--- src/rtl/uart_tx_controller.sv ---
// -----------------------------------------------------------------------------
// uart_tx_controller
//
// Control unit for a UART transmitter. Accepts one payload word through a
// valid/ready handshake and frames it as START / DATA (LSB first) / STOP on
// an idle-high serial line. Produces the bit-period tick and the state
// strobes used by the downstream bit counter and shift logic.
//
// Parameters
//   DATA_WIDTH         payload bits per frame
//   CLKS_PER_BIT       clock cycles per serial bit (>= 2)
//   STOP_BITS          number of stop bits (1 or 2)
//   BIT_COUNTER_WIDTH  width of o_bit_index (2**W >= DATA_WIDTH)
//
// Ports
//   i_clock           system clock, rising edge
//   i_reset           synchronous active-high reset, highest priority
//   i_tx_valid        request to send i_tx_data
//   i_tx_data         payload, captured only on a handshake
//   o_tx_ready        high only in IDLE
//   o_serial          serial TX line, idle-high
//   o_state_is_START  high throughout START
//   o_state_is_DATA   high throughout DATA
//   o_equal           baud tick, last clock of every bit period (non-IDLE)
//   o_bit_index       index of the data bit currently on o_serial
//   o_busy            high in START, DATA and STOP (inverse of o_tx_ready)
//   o_done            one-cycle pulse on the final clock of the last stop bit
//
// Every output is decoded from registered state only; no input reaches an
// output combinationally.
// -----------------------------------------------------------------------------
module uart_tx_controller #(
  parameter int DATA_WIDTH        = 8,
  parameter int CLKS_PER_BIT      = 16,
  parameter int STOP_BITS         = 1,
  parameter int BIT_COUNTER_WIDTH = 3
) (
  input  logic                         i_clock,
  input  logic                         i_reset,
  input  logic                         i_tx_valid,
  input  logic [DATA_WIDTH-1:0]        i_tx_data,
  output logic                         o_tx_ready,
  output logic                         o_serial,
  output logic                         o_state_is_START,
  output logic                         o_state_is_DATA,
  output logic                         o_equal,
  output logic [BIT_COUNTER_WIDTH-1:0] o_bit_index,
  output logic                         o_busy,
  output logic                         o_done
);

  localparam int BAUD_W = (CLKS_PER_BIT > 1) ? $clog2(CLKS_PER_BIT) : 1;
  localparam logic [BAUD_W-1:0]            BAUD_LAST = BAUD_W'(CLKS_PER_BIT - 1);
  localparam logic [BIT_COUNTER_WIDTH-1:0] IDX_LAST  = BIT_COUNTER_WIDTH'(DATA_WIDTH - 1);
  // One bit is enough to count up to two stop bits.
  localparam logic                         STOP_LAST = 1'(STOP_BITS - 1);

  // Binary encoding leaves four spare codes; all of them fall back to IDLE.
  typedef enum logic [2:0] {
    ST_IDLE  = 3'd0,
    ST_START = 3'd1,
    ST_DATA  = 3'd2,
    ST_STOP  = 3'd3
  } state_t;

  state_t                         state_p0;
  state_t                         state_nx;
  logic [BAUD_W-1:0]              baud_cnt_p0;
  logic [BIT_COUNTER_WIDTH-1:0]   bit_idx_p0;
  logic                           stop_cnt_p0;
  logic [DATA_WIDTH-1:0]          tx_data_p0;

  logic                           active;
  logic                           tick;
  logic                           idx_last;
  logic                           stop_last;
  logic                           handshake;
  logic [DATA_WIDTH-1:0]          data_shift;

  // Decodes of registered state shared by the next-state and output logic.
  always_comb begin
    active = (state_p0 == ST_START) || (state_p0 == ST_DATA) || (state_p0 == ST_STOP);
  end

  assign tick       = active && (baud_cnt_p0 == BAUD_LAST);
  assign idx_last   = (bit_idx_p0 == IDX_LAST);
  assign stop_last  = (stop_cnt_p0 == STOP_LAST);
  assign handshake  = i_tx_valid && (state_p0 == ST_IDLE);
  assign data_shift = tx_data_p0 >> bit_idx_p0;

  // ---- state register -------------------------------------------------------
  always_ff @(posedge i_clock) begin
    if (i_reset) begin
      state_p0 <= ST_IDLE;
    end else begin
      state_p0 <= state_nx;
    end
  end

  // ---- next-state logic -----------------------------------------------------
  always_comb begin
    state_nx = state_p0;
    case (state_p0)
      ST_IDLE:  if (i_tx_valid)            state_nx = ST_START;
      ST_START: if (tick)                  state_nx = ST_DATA;
      ST_DATA:  if (tick && idx_last)      state_nx = ST_STOP;
      ST_STOP:  if (tick && stop_last)     state_nx = ST_IDLE;
      default:                             state_nx = ST_IDLE;
    endcase
  end

  // ---- baud, bit-index, stop counters and payload register ------------------
  always_ff @(posedge i_clock) begin
    if (i_reset) begin
      baud_cnt_p0 <= '0;
      bit_idx_p0  <= '0;
      stop_cnt_p0 <= 1'b0;
      tx_data_p0  <= '0;
    end else begin
      // Held at zero in IDLE so the first START cycle starts a full period.
      if (!active || tick) begin
        baud_cnt_p0 <= '0;
      end else begin
        baud_cnt_p0 <= baud_cnt_p0 + 1'b1;
      end

      // Index only moves inside DATA and is cleared on the way out, so
      // START always hands over with index 0.
      if (state_p0 != ST_DATA) begin
        bit_idx_p0 <= '0;
      end else if (tick) begin
        bit_idx_p0 <= idx_last ? '0 : bit_idx_p0 + 1'b1;
      end

      if (state_p0 != ST_STOP) begin
        stop_cnt_p0 <= 1'b0;
      end else if (tick) begin
        stop_cnt_p0 <= stop_last ? 1'b0 : stop_cnt_p0 + 1'b1;
      end

      if (handshake) begin
        tx_data_p0 <= i_tx_data;
      end
    end
  end

  // ---- output decode --------------------------------------------------------
  always_comb begin
    o_tx_ready       = 1'b0;
    o_serial         = 1'b1;
    o_state_is_START = 1'b0;
    o_state_is_DATA  = 1'b0;
    case (state_p0)
      ST_IDLE: begin
        o_tx_ready = 1'b1;
      end
      ST_START: begin
        o_serial         = 1'b0;
        o_state_is_START = 1'b1;
      end
      ST_DATA: begin
        o_serial        = data_shift[0];
        o_state_is_DATA = 1'b1;
      end
      ST_STOP: begin
        o_serial = 1'b1;
      end
      default: begin
        o_serial = 1'b1;
      end
    endcase
    o_busy      = !o_tx_ready;
    o_equal     = tick;
    o_done      = (state_p0 == ST_STOP) && tick && stop_last;
    o_bit_index = bit_idx_p0;
  end

endmodule

--- config.mk ---
export PLATFORM = sky130hd
export DESIGN_NAME = uart_tx_controller
export DESIGN_NICKNAME = d
export VERILOG_FILES = /design/src/rtl/uart_tx_controller.sv
export SDC_FILE = /design/constraint.sdc
export NUM_CORES = 1
export LEC_CHECK = 0
export CORE_MARGIN = 2
export CORE_UTILIZATION = 42
export CTS_CLUSTER_DIAMETER = 120
export DETAILED_ROUTE_END_ITERATION = 16
export PLACE_DENSITY_LB_ADDON = 0.15
export SLEW_MARGIN = 5
export SYNTH_ARGS = -nofsm -noshare
export SYNTH_HDL_FRONTEND = slang
export SYNTH_SLANG_ARGS = --single-unit
export TNS_END_PERCENT = 100
--- constraint.sdc ---
create_clock -name i_clock -period 1.3 [get_ports i_clock]
set_clock_uncertainty 0.1 [all_clocks]
set_input_delay 0.13 -clock i_clock [delete_from_list [all_inputs] [get_ports i_clock]]
set_output_delay 0.13 -clock i_clock [all_outputs]
set_load 0.03 [all_outputs]
==> run summary, run 1 <==
The run finished, with violations left. The final reports fail on setup timing. Summed over all layers, the global routing overflow is 0. The number of rows created at floorplan is 16. Counting every net in the synthesized netlist gives 113. The number of synthesized register bits is 17. The post-synthesis share of cell area spent on full adders, half adders and majority gates came out at around 10%. At the end of routability-driven placement, the weighted congestion stood at 0.859. Once placement finished, the instance area stood at 1230 µm². Leaving out fill and tap cells, the most frequent cell in the layout is sky130_fd_sc_hd__buf_6. The antenna diode instance count came out at 0. After routing the design area is around 1700 µm².

The total vias in the final route came out at ~950. The mean instance size in the synthesized netlist came out at around 9 µm². The worst-case vdd ir drop came out at 1.94 mV.

The full die area came out at around 2400 µm². The clock-pin slew on the worst setup and hold paths is around 110 ps. Cells with a size suffix above 1 make up roughly 64% of the layout. The signal on the critical path passes through mux4_2 -> nor2_2 -> o22ai_2 -> buf_6. The area of the core is just under 2000 µm².

The number of maximum-capacitance constraint violations is 0. Leaving out fill and tap cells, the most frequent cells in the layout are 20 x sky130_fd_sc_hd__buf_6, 17 x sky130_fd_sc_hd__buf_4, 13 x sky130_fd_sc_hd__dfxtp_1. The number of pins with negative max-slew slack in the final report is 0.

The final total power is around 3300 µW. The area fraction in compound gates after synthesis is 12.2%. On the critical path the largest part of the delay comes from multiplexers. The count of buffering cells on the critical path with inverters included came out at 1. Of the total power, combinational logic draws between 70% and 80%. The cell count along the critical path came out at 4. Registers are responsible for about a fifth of the overall power. The first-pass iteration count of the detailed router came out at 4. The routed design has between 3000 and 4000 µm of wire.

The setup slack after layout came out at -483 ps. Once the floorplan was initialized, standard cells occupied a little over two fifths of the core. The number of antenna violations at the first check in global routing is 0.

After synthesis, flip-flops and latches occupy 39.9% of the total area. The placed cell count is roughly 160. The clock drives 17 sinks. The netlist area before placement came out at ~850 µm². Dividing the detail-routed wire length by the instance count gives 17.7 µm. In this run the static leakage power is ~0.0007 µW.

The worst hold slack came out at roughly 320 ps. The die span in x is 49.1 µm. The length in cells of the worst reg-to-reg path is 7. The die span in y came out at about 49 µm.

Setup repair after global routing could not meet its margin everywhere. The worst setup path is of the register to output pin kind. STA puts the critical path data arrival time at about 1600 ps. Measured against its own limit, the worst slew margin works out to about three quarters. In this run the worst path has a maximum fanout of 5. The cell depth of the worst hold path came out at 3.

The HPWL reported at the end of detailed placement is approximately 1700 µm. The pin count of the biggest net entering global routing is 10. The remaining antenna violation count is 0. Pin placement for this block handled 21 I/O pins. By area, the combinational part of the netlist is dominated by simple AND/OR/NAND/NOR gates. The number of buffers created by CTS is 3. TritonCTS built the clock tree. Buffers placed on the I/O ports in this run total 20.

In this run the worst hold path is classified as primary input to register. Dividing the final minimum period by the clock period gives 137%. The final non-filler cell total is 176.

The buffer levels on the longest clock path came out at 2. The setup slack on the worst flop-to-flop path came out at -330 ps. The required time of the worst setup path came out at 1070 ps. The worst setup path is launched from a register.

The final setup violation count is 24. The first global-routing pass estimated about 4600 µm of wire. Power spread over the standard cell area amounts to just under 2000 nW/µm². Of the total synthesized cell area, the portion taken by AND, OR, NAND and NOR gates is between 20% and 30%.

The switching power share of the total came out at between 30% and 40%. For this design, the slowest cell found on the critical path is sky130_fd_sc_hd__mux4_2. In this run the number of H-tree levels came out at 1.

The clock reaches the later pin of the worst-skew pair after 290 ps. Buffers inserted to repair hold after CTS numbered 0. The maximum clock frequency came out at approximately 560 MHz. The area growth from synthesis to layout came out at 96.3%.

The kind of end point of the critical path is an output pin. The internal power contribution came out at around 2000 µW. The number of filler instances in the final layout came out at 99. The count of synthesis-stage warnings from yosys is 0. The transition time of the tightest slew-check pin is approximately 360 ps. The master cell of the clock root buffer is sky130_fd_sc_hd__clkbuf_4. The via density per instance came out at 5.39. The reported net switching power is 1310 µW. The total count of hold-check failures in the final report is 0. Multiplexer cells account for 7.62% of the synthesized area.

For the finished layout, the period the worst path requires is around 1800 ps. The post-synthesis instance total is 95. The maximum single-stage delay on the critical path is 520 ps. The fraction of synthesized cell area in xor and xnor cells came out at between 2 and 2.5%. The via count of the first global-routing pass is between 900 and 1000. The overall fraction of global-route tracks in use is between 20% and 30%. The post-route DRC violation count came out at 0. The final-layout setup total negative slack came out at -5550 ps. The layout net count is around 170. The synthesized netlist contains 27 unique library cells. After the first detailed-routing iteration, the DRC count stood at 11.

The share of total power dissipated in the clock network is under 10%.
[power by group through the flow]
stage	combinational, µW	clock, µW	sequential [µW]
6_report	2350	288	676
4_1_cts	2090	284	663
3_5_place_dp	1190	0	684
3_3_place_gp	1160	0	677
5_1_grt	2470	323	685
2_1_floorplan	760	0	674
[path summary, 6_finish.rpt]
check,start,endpoint
setup / recovery,o_bit_index[0],o_serial
hold / removal,i_tx_data[5],tx_data_p0[5]
setup reg to reg,state_p0[0],o_bit_index[0]
hold reg to reg,tx_data_p0[6],tx_data_p0[6]
[worst reg2reg max path, stage by stage, from the launching register on]
cell and delay, ps:
sky130_fd_sc_hd__dfxtp_2 350, sky130_fd_sc_hd__inv_2 50, sky130_fd_sc_hd__buf_6 110, sky130_fd_sc_hd__ha_4 150
sky130_fd_sc_hd__nand4b_4 190, sky130_fd_sc_hd__buf_6 150, sky130_fd_sc_hd__or3_4 360, sky130_fd_sc_hd__a21oi_2 110
[Yosys cell counts]
master	number	area share [%]
sky130_fd_sc_hd__xnor2_1	1	1.0
sky130_fd_sc_hd__o221ai_1	1	1.0
sky130_fd_sc_hd__or3_1	1	0.73
sky130_fd_sc_hd__nand4b_4	1	2.8
sky130_fd_sc_hd__inv_2	1	0.44
sky130_fd_sc_hd__nand3_1	9	5.3
sky130_fd_sc_hd__nand2_1	14	6.2
sky130_fd_sc_hd__mux4_2	1	2.6
sky130_fd_sc_hd__mux2_2	2	2.6
sky130_fd_sc_hd__nor3_1	2	1.2
sky130_fd_sc_hd__ha_1	7	10
sky130_fd_sc_hd__a311o_1	1	1.2
sky130_fd_sc_hd__o221ai_2	1	1.8
sky130_fd_sc_hd__xor2_1	1	1.0
sky130_fd_sc_hd__inv_1	4	1.8
sky130_fd_sc_hd__nand2b_1	6	4.4
sky130_fd_sc_hd__dfxtp_1	17	40
sky130_fd_sc_hd__and2_1	1	0.73
sky130_fd_sc_hd__clkbuf_1	2	0.88
sky130_fd_sc_hd__a21oi_1	10	5.9
sky130_fd_sc_hd__a21oi_2	1	1.0
sky130_fd_sc_hd__nand3b_1	1	0.88
sky130_fd_sc_hd__o22ai_1	1	0.73
sky130_fd_sc_hd__nor2_1	5	2.2
sky130_fd_sc_hd__mux2i_1	2	2.3
sky130_fd_sc_hd__o21ai_0	1	0.59
sky130_fd_sc_hd__buf_2	1	0.59
[cell type report]
class / instances / area, µm² / area share (%)
inverters: 5 / 31.3 / 1.87
repair buffers: 53 / 543 / 32.4
clock buffers: 4 / 26.3 / 1.57
flip-flops and latches: 17 / 350 / 20.9
well taps: 27 / 33.8 / 2.02
multi-input cells: 70 / 691 / 41.2
[metal layers]
metal	vias up	routed length, µm	GRT usage [%]
met5	-	0	0
met4	0	110	11.9
met3	10	80	4.91
met2	21	1720	49.8
met1	476	1220	25.3
li1	442	-	-
[per-stage QoR]
stage | utilization (%) | worst slack, ps
CTS | 82.3 | -492
detailed placement | 63.6 | -620
global placement | 63.6 | -578
global route | 86.3 | -547
finish | 86.3 | -483
floorplan | - | -163
[state kept, by name (all words and copies together) (netlist names)]
signal / flops
baud_cnt_p0: 4
o_bit_index: 3
state_p0: 2
tx_data_p0: 8
[cells by family (layout without fill, tap and decap cells)]
kind of cell,count (synthesis),count (layout)
compound gates,16,16
flops,17,17
simple gates,40,40
buf+inv,8,62
fa+ha+maj,7,7
mux,5,5
xor+xnor,2,2
[what timing repair did]
| item | CTS | global route |
|---|---|---|
| setup endpoints to repair | 24 | 25 |
| pin swaps | 18 | 19 |
| gates resized for setup | 68 | 21 |
| setup buffers | 12 | 5 |
(Power assumes the default switching activity.)
==> run 2: changes to the inputs <==
CORE_MARGIN = unset   (was 2)
CTS_CLUSTER_DIAMETER = 100   (was 120)
==> run summary, run 2 (synthesized netlist as in run 1, its figures left out) <==
In this run the worst setup path terminates at o_serial. Setup repair after global routing could not meet its margin everywhere. TritonCTS built the clock tree. In the layout the commonest cells are 22 x sky130_fd_sc_hd__buf_6, 19 x sky130_fd_sc_hd__buf_4, 12 x sky130_fd_sc_hd__dfxtp_1. The worst-path cell with the longest stage delay is sky130_fd_sc_hd__dfxtp_4. The maximum single-stage delay on the critical path is slightly below 400 ps. The post-route DRC violation count is 0.

The setup slack after layout is -549 ps. The initial utilization of the core area, before any placement, comes to roughly 47%. At the pin with the least slew margin, the transition time is roughly 420 ps. The number of buffers created by CTS came out at 3. Dividing the detail-routed via count by the number of cells gives just under 6. The HPWL reported at the end of detailed placement is between 1500 and 2000 µm.

The antenna diode instance count came out at 0. STA classifies the critical path startpoint as a register. Based on the critical path, the design can be clocked at up to between 500 and 600 MHz.

The sequential cell area in the final layout is roughly 350 µm². Input and output buffers added on the ports amount to 20. The run finished, with violations left.

For this run, the post-layout net count is 170. In this run, the number of DRC markers left after iteration 0 of detailed routing was 25. In this run the number of cells on the critical path is 4. In the final layout, the multi-input gates occupy between 700 and 800 µm². The area of the core came out at approximately 1800 µm².

The analysis attributes to cell leakage a power of ~0.00073 µW. The overall fraction of global-route tracks in use is a little under a third. The post-route netlist has between 60% and 70% of its cells at a drive strength greater than 1.

The routability-driven placement congestion ratio came out at ~0.73. The final period utilization came out at 142%. The routed wire length came out at roughly 4000 µm.

The number of maximum-capacitance constraint violations is 0. The number of filler instances in the final layout came out at 45. The number of buffers added to fix hold violations after cts is 0.

STA classifies the critical path endpoint as an output pin. The endpoint identified for the worst register-to-register timing path is o_bit_index[0]. Walking the worst path, the cells encountered are mux2_2 -> o221ai_1 -> o22ai_2 -> buf_6. The boundary pin count is 21. The average wire per cell in the routed design is about 23 µm. Hold is met by ~310 ps. Measured in cells, the most critical reg-to-reg path has a length of 7. IR analysis of the VDD net gives a maximum drop of around 2.6 mV. In this run the number of H-tree levels came out at 1. The overall overflow remaining after global route is 0. The final setup violation count is 24.

In this run the worst setup path begins at o_bit_index[0]. In this run the critical register-to-register path is launched from state_p0[0]. The buffer levels on the longest clock path came out at 2. The path class of the tightest hold or removal check is primary input to register. The count of buffering cells on the critical path with inverters included came out at 1. The cell type group with the largest total delay on the critical path is compound AO/OA/AOI/OAI gates. The number of rows created at floorplan is 15.

The die span in y came out at 47.1 µm. Clock latency on the worst-skew pair, taken at its later pin, is between 300 and 400 ps. The remaining antenna violation count is 0.

The power density over the cells is between 2000 and 2500 nW/µm². The area growth from synthesis to layout is 104%. The clock-pin slew on the worst setup and hold paths came out at approximately 120 ps. The global-route wire length before repair is roughly 4500 µm.

The number of sinks on the clock net came out at 17. The required time of the worst setup path is 1070 ps. Counting flops per register, the top entry is tx_data_p0.

The via count of the first global-routing pass came out at just over 900. Summed over all failing endpoints, the final setup total negative slack is -8390 ps. The setup slack on the worst flop-to-flop path is -540 ps. The number of antenna violations at the first check in global routing is 0. The full die area came out at between 2000 and 2500 µm².

The register with the most flip-flops in the layout has 8 of them. The path type of the worst setup path is register to output pin. In this run the clock root is driven by a sky130_fd_sc_hd__clkbuf_4. The first-pass iteration count of the detailed router came out at 4.

The pin count of the biggest net entering global routing came out at 11. The checks that failed: setup timing. The largest fanout on the critical path is 4. The number of pins with negative max-slew slack in the final report is 0.

The total count of hold-check failures in the final report is 0. Leaving out fill and tap cells, the most frequent cell in the layout is sky130_fd_sc_hd__buf_6. STA puts the critical path data arrival time at 1620 ps. Counting I/O delays and the setup requirement, the final critical path takes 1850 ps. The die span in x is 47.1 µm. The routed layout has about 1000 vias.

The remaining max-slew budget at the tightest pin is between 70 and 80%.
-- run 2: changes by cell type in the layout (fill, tap and decap cells not counted), moves of 2 or more --
| cell | change |
|---|---|
| sky130_fd_sc_hd__nand3_4 | +5 |
| sky130_fd_sc_hd__nand3_1 | -3 |
| sky130_fd_sc_hd__a21oi_1 | -2 |
| sky130_fd_sc_hd__a21oi_2 | +2 |
| sky130_fd_sc_hd__buf_4 | +2 |
| sky130_fd_sc_hd__buf_6 | +2 |
| sky130_fd_sc_hd__buf_8 | -2 |
| sky130_fd_sc_hd__dfxtp_2 | +2 |
| sky130_fd_sc_hd__nand2_2 | -2 |
| sky130_fd_sc_hd__nand2_4 | +2 |
| sky130_fd_sc_hd__nand3_2 | -2 |
-- run 2: worst register-to-register path: cells and delay by family (launching register included) --
family          cells  cell delay, ps
compound gates      1             180
flops               1             370
simple gates        2             590
buf+inv             3             360
fa+ha+maj           1             170
-- run 2: per-stage QoR --
step                total power, µW  cell area, µm²  cells  utilization (%)  worst slack [ps]
CTS                            2940            1560    172             85.8              -482
global placement               1860            1250    158             68.5              -555
finish                         3530            1740    176             95.7              -549
floorplan                      1430             891     95                -              -163
global route                   3630            1740    176             95.7              -595
detailed placement             1890            1250    158             68.5              -599
-- run 2: layer usage --
metal	GRT usage (%)	wire length, µm	up-vias
met5	0	0	-
met2	51.7	1960	71
met3	4.23	292	27
li1	-	-	447
met4	16.6	235	0
met1	36.3	1530	495
-- run 2: area by class of cell --
class | instances | area share, %
Inverter | 5 | 1.65
Timing Repair Buffer | 55 | 31.6
Clock inverter | 1 | 0.287
Tap cell | 25 | 1.79
Sequential cell | 17 | 20.0
Clock buffer | 3 | 1.29
Multi-Input combinational cell | 70 | 43.4
-- run 2: where the power goes --
group	internal [µW]	total, µW	switching (µW)
Combinational	1310	2520	1220
Clock	115	313	198
Sequential	613	694	81.6
-- run 2: repair_timing --
item / CTS / global route
pin swaps: 14 / 21
setup buffers: 10 / 6
setup endpoints to repair: 24 / 25
resized for setup: 62 / 38
-- run 2: worst min path at each step --
stage	cells after the start	slack (ps)	endpoint	start
floorplan	2	180	tx_data_p0[0]	i_tx_data[0]
global placement	2	350	tx_data_p0[4]	tx_data_p0[4]
detailed placement	2	350	tx_data_p0[4]	tx_data_p0[4]
CTS	3	280	tx_data_p0[3]	i_tx_data[3]
global route	3	310	tx_data_p0[7]	i_tx_data[7]
finish	3	310	tx_data_p0[7]	i_tx_data[7]
==> run 3: changes to the inputs <==
CORE_UTILIZATION = 50   (was 42)
DONT_BUFFER_PORTS = 1   (was unset)
==> run summary, run 3 (synthesized netlist as in run 1, its figures left out) <==
The maximum level of the CTS H-tree is 1. The final reports fail on setup timing. The number of flip-flops in the largest register came out at 8. The library cell used most frequently in the layout, excluding fill and tap cells, is sky130_fd_sc_hd__buf_4. In the layout the commonest cells are 15 x sky130_fd_sc_hd__buf_4, 14 x sky130_fd_sc_hd__buf_6, 13 x sky130_fd_sc_hd__dfxtp_1.

The number of filler instances in the final layout came out at 29. The total count of hold-check failures in the final report came out at 0. The HPWL reported at the end of detailed placement came out at roughly 1300 µm. TritonCTS built the clock tree. The clock-pin slew on the worst setup and hold paths is roughly 110 ps. The transition time of the tightest slew-check pin came out at a little over 700 ps. The worst path uses 141% of the clock period. For this block, the routed nets add up to 3510 µm of wire. Hold is met by around 400 ps. The power density over the cells is about 2000 nW/µm². The cell depth of the worst hold path came out at 2.

The latest clock arrival within the worst-skew pair came out at between 300 and 400 ps. The via count of the first global-routing pass came to a little over 800. The global-route wire length before repair came out at about 3800 µm. After layout, the design draws a total of 2980 µW. The footprint of the multi-input gates is approximately 660 µm². The sequential cell fraction of total power is 24.1%. The region available for standard cell placement spans 1540 µm². In this run the power spent charging and discharging nets is about 1300 µW. The largest fanout on the critical path is 6. During I/O placement, the number of pins put on the boundary was 21. The antenna diode instance count is 0.

For the finished layout, the period the worst path requires is 1830 ps. The share of final-layout standard cells stronger than drive strength 1 came out at roughly 54%. Counting flops per register, the top entry is tx_data_p0.

The required time of the worst setup path is approximately 1100 ps. Across every metal layer, demand over resource in global routing totals 27.0%. The initial core utilization is a little under three fifths. The die span in y came out at around 43 µm. The routability-driven placement congestion ratio came out at approximately 0.84. The average wire per cell in the routed design is between 20 and 25 µm.

The buffer levels on the longest clock path is 2. The combinational share of power is between 60% and 70%. The number of pins with negative max-slew slack in the final report came to 0.

The post-route DRC violation count is 0. The first-pass iteration count of the detailed router came out at 4. The switching power share of the total came out at a little over two fifths. The min-delay analysis places its worst path in the category register to register. The violation count after the first detailed-routing iteration is 48.

The number of antenna violations at the first check in global routing came out at 0. The number of maximum-capacitance constraint violations came out at 0. The via density per instance came out at 6.43. The worst pin sits at a relative slew slack of 52.8%. In the final layout, flip-flops and latches occupy 350 µm². The final-layout setup total negative slack is -4680 ps. The internal power contribution came out at approximately 1700 µW.

The worst slack at placement came out at -168 ps. By startpoint and endpoint, the worst setup path is classified as register to output pin. The total leakage power is between 0.0006 and 0.0007 µW. The routed layout has approximately 980 vias. The startpoint type of the worst setup path is a register. The worst-case vdd ir drop is ~1.7 mV. The master cell of the clock root buffer is sky130_fd_sc_hd__clkbuf_4. The number of sinks on the clock net came out at 17. The die span in x came out at 43.3 µm. In this run the remaining antenna-violating nets after routing total 0. The number of rows created at floorplan came out at 14. The maximum clock frequency came out at between 500 and 600 MHz. The pin count of the biggest net entering global routing came out at 16.

Once routing completed, OpenROAD measured the worst setup slack at -529 ps. Data arrives at the worst endpoint at around 1600 ps. The number of clock buffers added by TritonCTS is 3. The worst setup path is captured at an output pin. The overall overflow remaining after global route is 0. The full die area is about 1900 µm². The flow ran to the end, but the final reports show violations. The final setup violation count came out at 24. Setup repair after global routing could not meet its margin everywhere.

The portion of total power attributed to the clock network is between 10% and 20%. The length in cells of the worst reg-to-reg path came out at 7. The final layout contains 156 nets. The area growth from synthesis to layout is 74.5%. The quantity of I/O buffers inserted on ports is 0.
run 3: through the flow:
| step | instances | utilization [%] | instance area, µm² |
|---|---|---|---|
| 2_1_floorplan | 95 | - | 891 |
| 3_3_place_gp | 130 | 69.0 | 1060 |
| 3_5_place_dp | 130 | 69.0 | 1060 |
| 4_1_cts | 148 | 86.2 | 1330 |
| 5_1_grt | 153 | 96.6 | 1490 |
| 6_report | 153 | 96.6 | 1490 |
run 3: worst paths after layout:
check	startpoint	to	slack [ps]
worst min-delay path	tx_data_p0[5]	tx_data_p0[5]	400
worst max register to register	state_p0[0]	state_p0[0]	-260
worst min register to register	tx_data_p0[5]	tx_data_p0[5]	400
worst max-delay path	o_bit_index[0]	o_serial	-530
run 3: power groups by stage:
stage	Sequential (µW)	Combinational (µW)	Clock (µW)
floorplan	674	760	0
global placement	668	1120	0
detailed placement	671	1130	0
CTS	666	1510	286
global route	721	2020	322
finish	718	1950	308
run 3: critical path, stage by stage, from the launching register on:
cell and delay [ps]:
sky130_fd_sc_hd__dfxtp_4 400, sky130_fd_sc_hd__mux4_2 520, sky130_fd_sc_hd__nor2_2 120, sky130_fd_sc_hd__o22ai_2 100, sky130_fd_sc_hd__buf_6 150
run 3: routing by layer:
layer	vias to the layer above	routed length (µm)	share of wire, %	GRT usage (%)
li1	414	-	-	-
met1	484	1280	36	35.5
met2	70	1790	51	46.0
met3	16	295	8.4	4.26
met4	0	145	4.1	7.27
met5	-	0	0	0
run 3: final cells by class:
class                   count  share of cell area [%]
multi-input cells          70                    44.5
repair buffers             41                    26.6
flip-flops and latches     17                    23.5
inverters                   5                    2.27
clock buffers               4                    1.76
well taps                  16                    1.34
run 3: what timing repair did:
item,4_1_cts,5_1_grt
hold endpoints to repair,17,7
cloned,0,0
gates resized for setup,25,34
hold buffers,10,1
setup endpoints to repair,14,22
buffers inserted,4,5
pin swaps,2,18
==> RTL change: new RTL, config.mk and constraints of run 1 <==
Set the parameter `BIT_COUNTER_WIDTH` to 6 (it was 3).
--- a/src/rtl/uart_tx_controller.sv
+++ b/src/rtl/uart_tx_controller.sv
@@ -35,3 +35,3 @@
   parameter int STOP_BITS         = 1,
-  parameter int BIT_COUNTER_WIDTH = 3
+  parameter int BIT_COUNTER_WIDTH = 6
 ) (
Ports: changed (resized o_bit_index); port bits go from 21 to 24. The function was not compared with the original's and may differ.
==> RTL change against run 1 <==
The run still ends with setup timing left. Via count is 12% higher. Routed wire length is 8.9% higher. Synthesized area is 13% higher. Synthesized cell count is 12% higher. Sequential power is 16% higher. Total power is 6.4% higher. Worst hold slack worse by 68 ps. Sequential cell count is 3 higher. Cell area is 11% higher. Setup slack worse by 79 ps. First-iteration DRC count is 64% higher. Highest routed layer unchanged.
==> RTL change: results (changes against run 1) <==
Worst-path clk slew 140 ps (was 110 ps); drt initial violations 18 (was 11); multi-input combinational area share 40.09% (was 41.22%); GPL Wtd Cong 0.7645 (was 0.8591); final setup fails 26 (was 24); detailed placement HPWL 1.736 mm (was 1.664 mm); PortBufs 23 (was 20); Clock Latency Late Sink 330 ps (was 290 ps); Slew Limit Headroom 77.65% (was 76.13%); compound-cell area share of the yosys netlist 9.233% (was 12.17%); Setup WS post-layout -561.3 ps (was -482.8 ps); register area 411.6 µm² (was 350.3 µm²); Yosys cell types 25 (was 27); Post-synth top cells dfxtp_1 (20), nand2_1 (15), nor2_1 (11) (was dfxtp_1 (17), nand2_1 (14), a21oi_1 (10)); fraction of final layout cells sized beyond drive strength 1 58.93% (was 64.43%); Total GRT Usage 25.12% (was 25.54%); clock sink count 20 (was 17); status finished with violations (unchanged); total negative slack -8145 ps (was -5547 ps); switching share of power 37.81% (was 39.49%); vias in the first global route 1078 (was 995); asr flop ratio synth 0% (unchanged); XOR/XNOR Fraction of Synth Area 6.372% (was 2.053%); largest fanout on the critical path 3 (was 5); violated checks setup timing (unchanged); Arrival @ worst endpoint 1630 ps (was 1550 ps); post-synthesis mux area share 7.802% (was 7.625%); first-pass GRT wire length 4.774 mm (was 4.588 mm); count of plain and timing-repair buffers 62 (was 53); area share of buffers outside the clock network 31.63% (was 32.41%); met2 usage 46.41% (was 49.77%); fillers 129 (was 99); share of power burned in the clock network 15.2% (was 8.7%); P_comb 2.21 mW (was 2.35 mW); Multi-input comb cells 77 (was 70); peak supply drop 2086 µV (was 1945 µV); met1 GRT Util 25.54% (was 25.34%); net count after synthesis 124 (was 113); WL final 3.400 mm (was 3.121 mm); # clk buffers 3 (was 4); P_leak 0.7483 nW (was 0.7092 nW); Post-Synth Adder-Cell Area 9.103% (was 10.26%); leading post-synthesis cells by cell area dfxtp_1 (42%), ha_1 (9.1%), nand2_1 (5.9%) (was dfxtp_1 (40%), ha_1 (10%), nand2_1 (6.2%))
RTL change: cell count changes after synthesis, moves of 2 or more:
cell | run 1 | this run
a21oi_1 | 10 | 8
dfxtp_1 | 17 | 20
mux2_2 | 2 | 0
nand2b_1 | 6 | 0
nand4_1 | 0 | 3
nor2_1 | 5 | 11
xor2_1 | 1 | 5
RTL change: routing by layer:
metal | share of wire (%) | routed length, µm
met3 | 5.4 | 184
met5 | 0 | 0
met1 | 36 | 1234
met2 | 56 | 1891
met4 | 2.6 | 89
RTL change: worst paths after layout:
check	start	endpoint	slack, ps	cells past startpoint
worst min-delay path	i_tx_data[2]	tx_data_p0[2]$_SDFFE_PP0P_	260	3
worst max register to register	state_p0[1]$_SDFFE_PP0P_	state_p0[0]$_SDFFE_PP0P_	-520	7
worst min register to register	tx_data_p0[5]$_SDFFE_PP0P_	tx_data_p0[5]$_SDFFE_PP0P_	380	2
worst max-delay path	o_bit_index[0]$_SDFFE_PP0P_	o_serial	-560	4
RTL change: stage by stage:
stage	worst slack (ps)	utilization, %	instance area (µm²)	instances	power, mW
final	-561.3	85.04	1863	196	3.528
after global routing	-623.2	85.04	1863	196	3.687
after CTS	-554.4	78.93	1729	194	3.149
after detailed placement	-629.3	63.79	1398	176	2.092
after global placement	-619.4	63.79	1398	176	2.053
after floorplan	-261.5	-	1017	106	1.584
RTL change: timing repair:
action / in CTS / in global routing
gates resized for setup: 48 / 26
setup endpoints to repair: 26 / 26
pin swaps: 13 / 22
buffers inserted: 15 / 7
endpoints found under the hold margin: 0 / 0
RTL change: worst max-delay path, stage by stage, from the launching register on:
cell     delay [ps]
dfxtp_4         390
mux4_2          490
mux2i_1         190
o22ai_2         100
buf_6           140
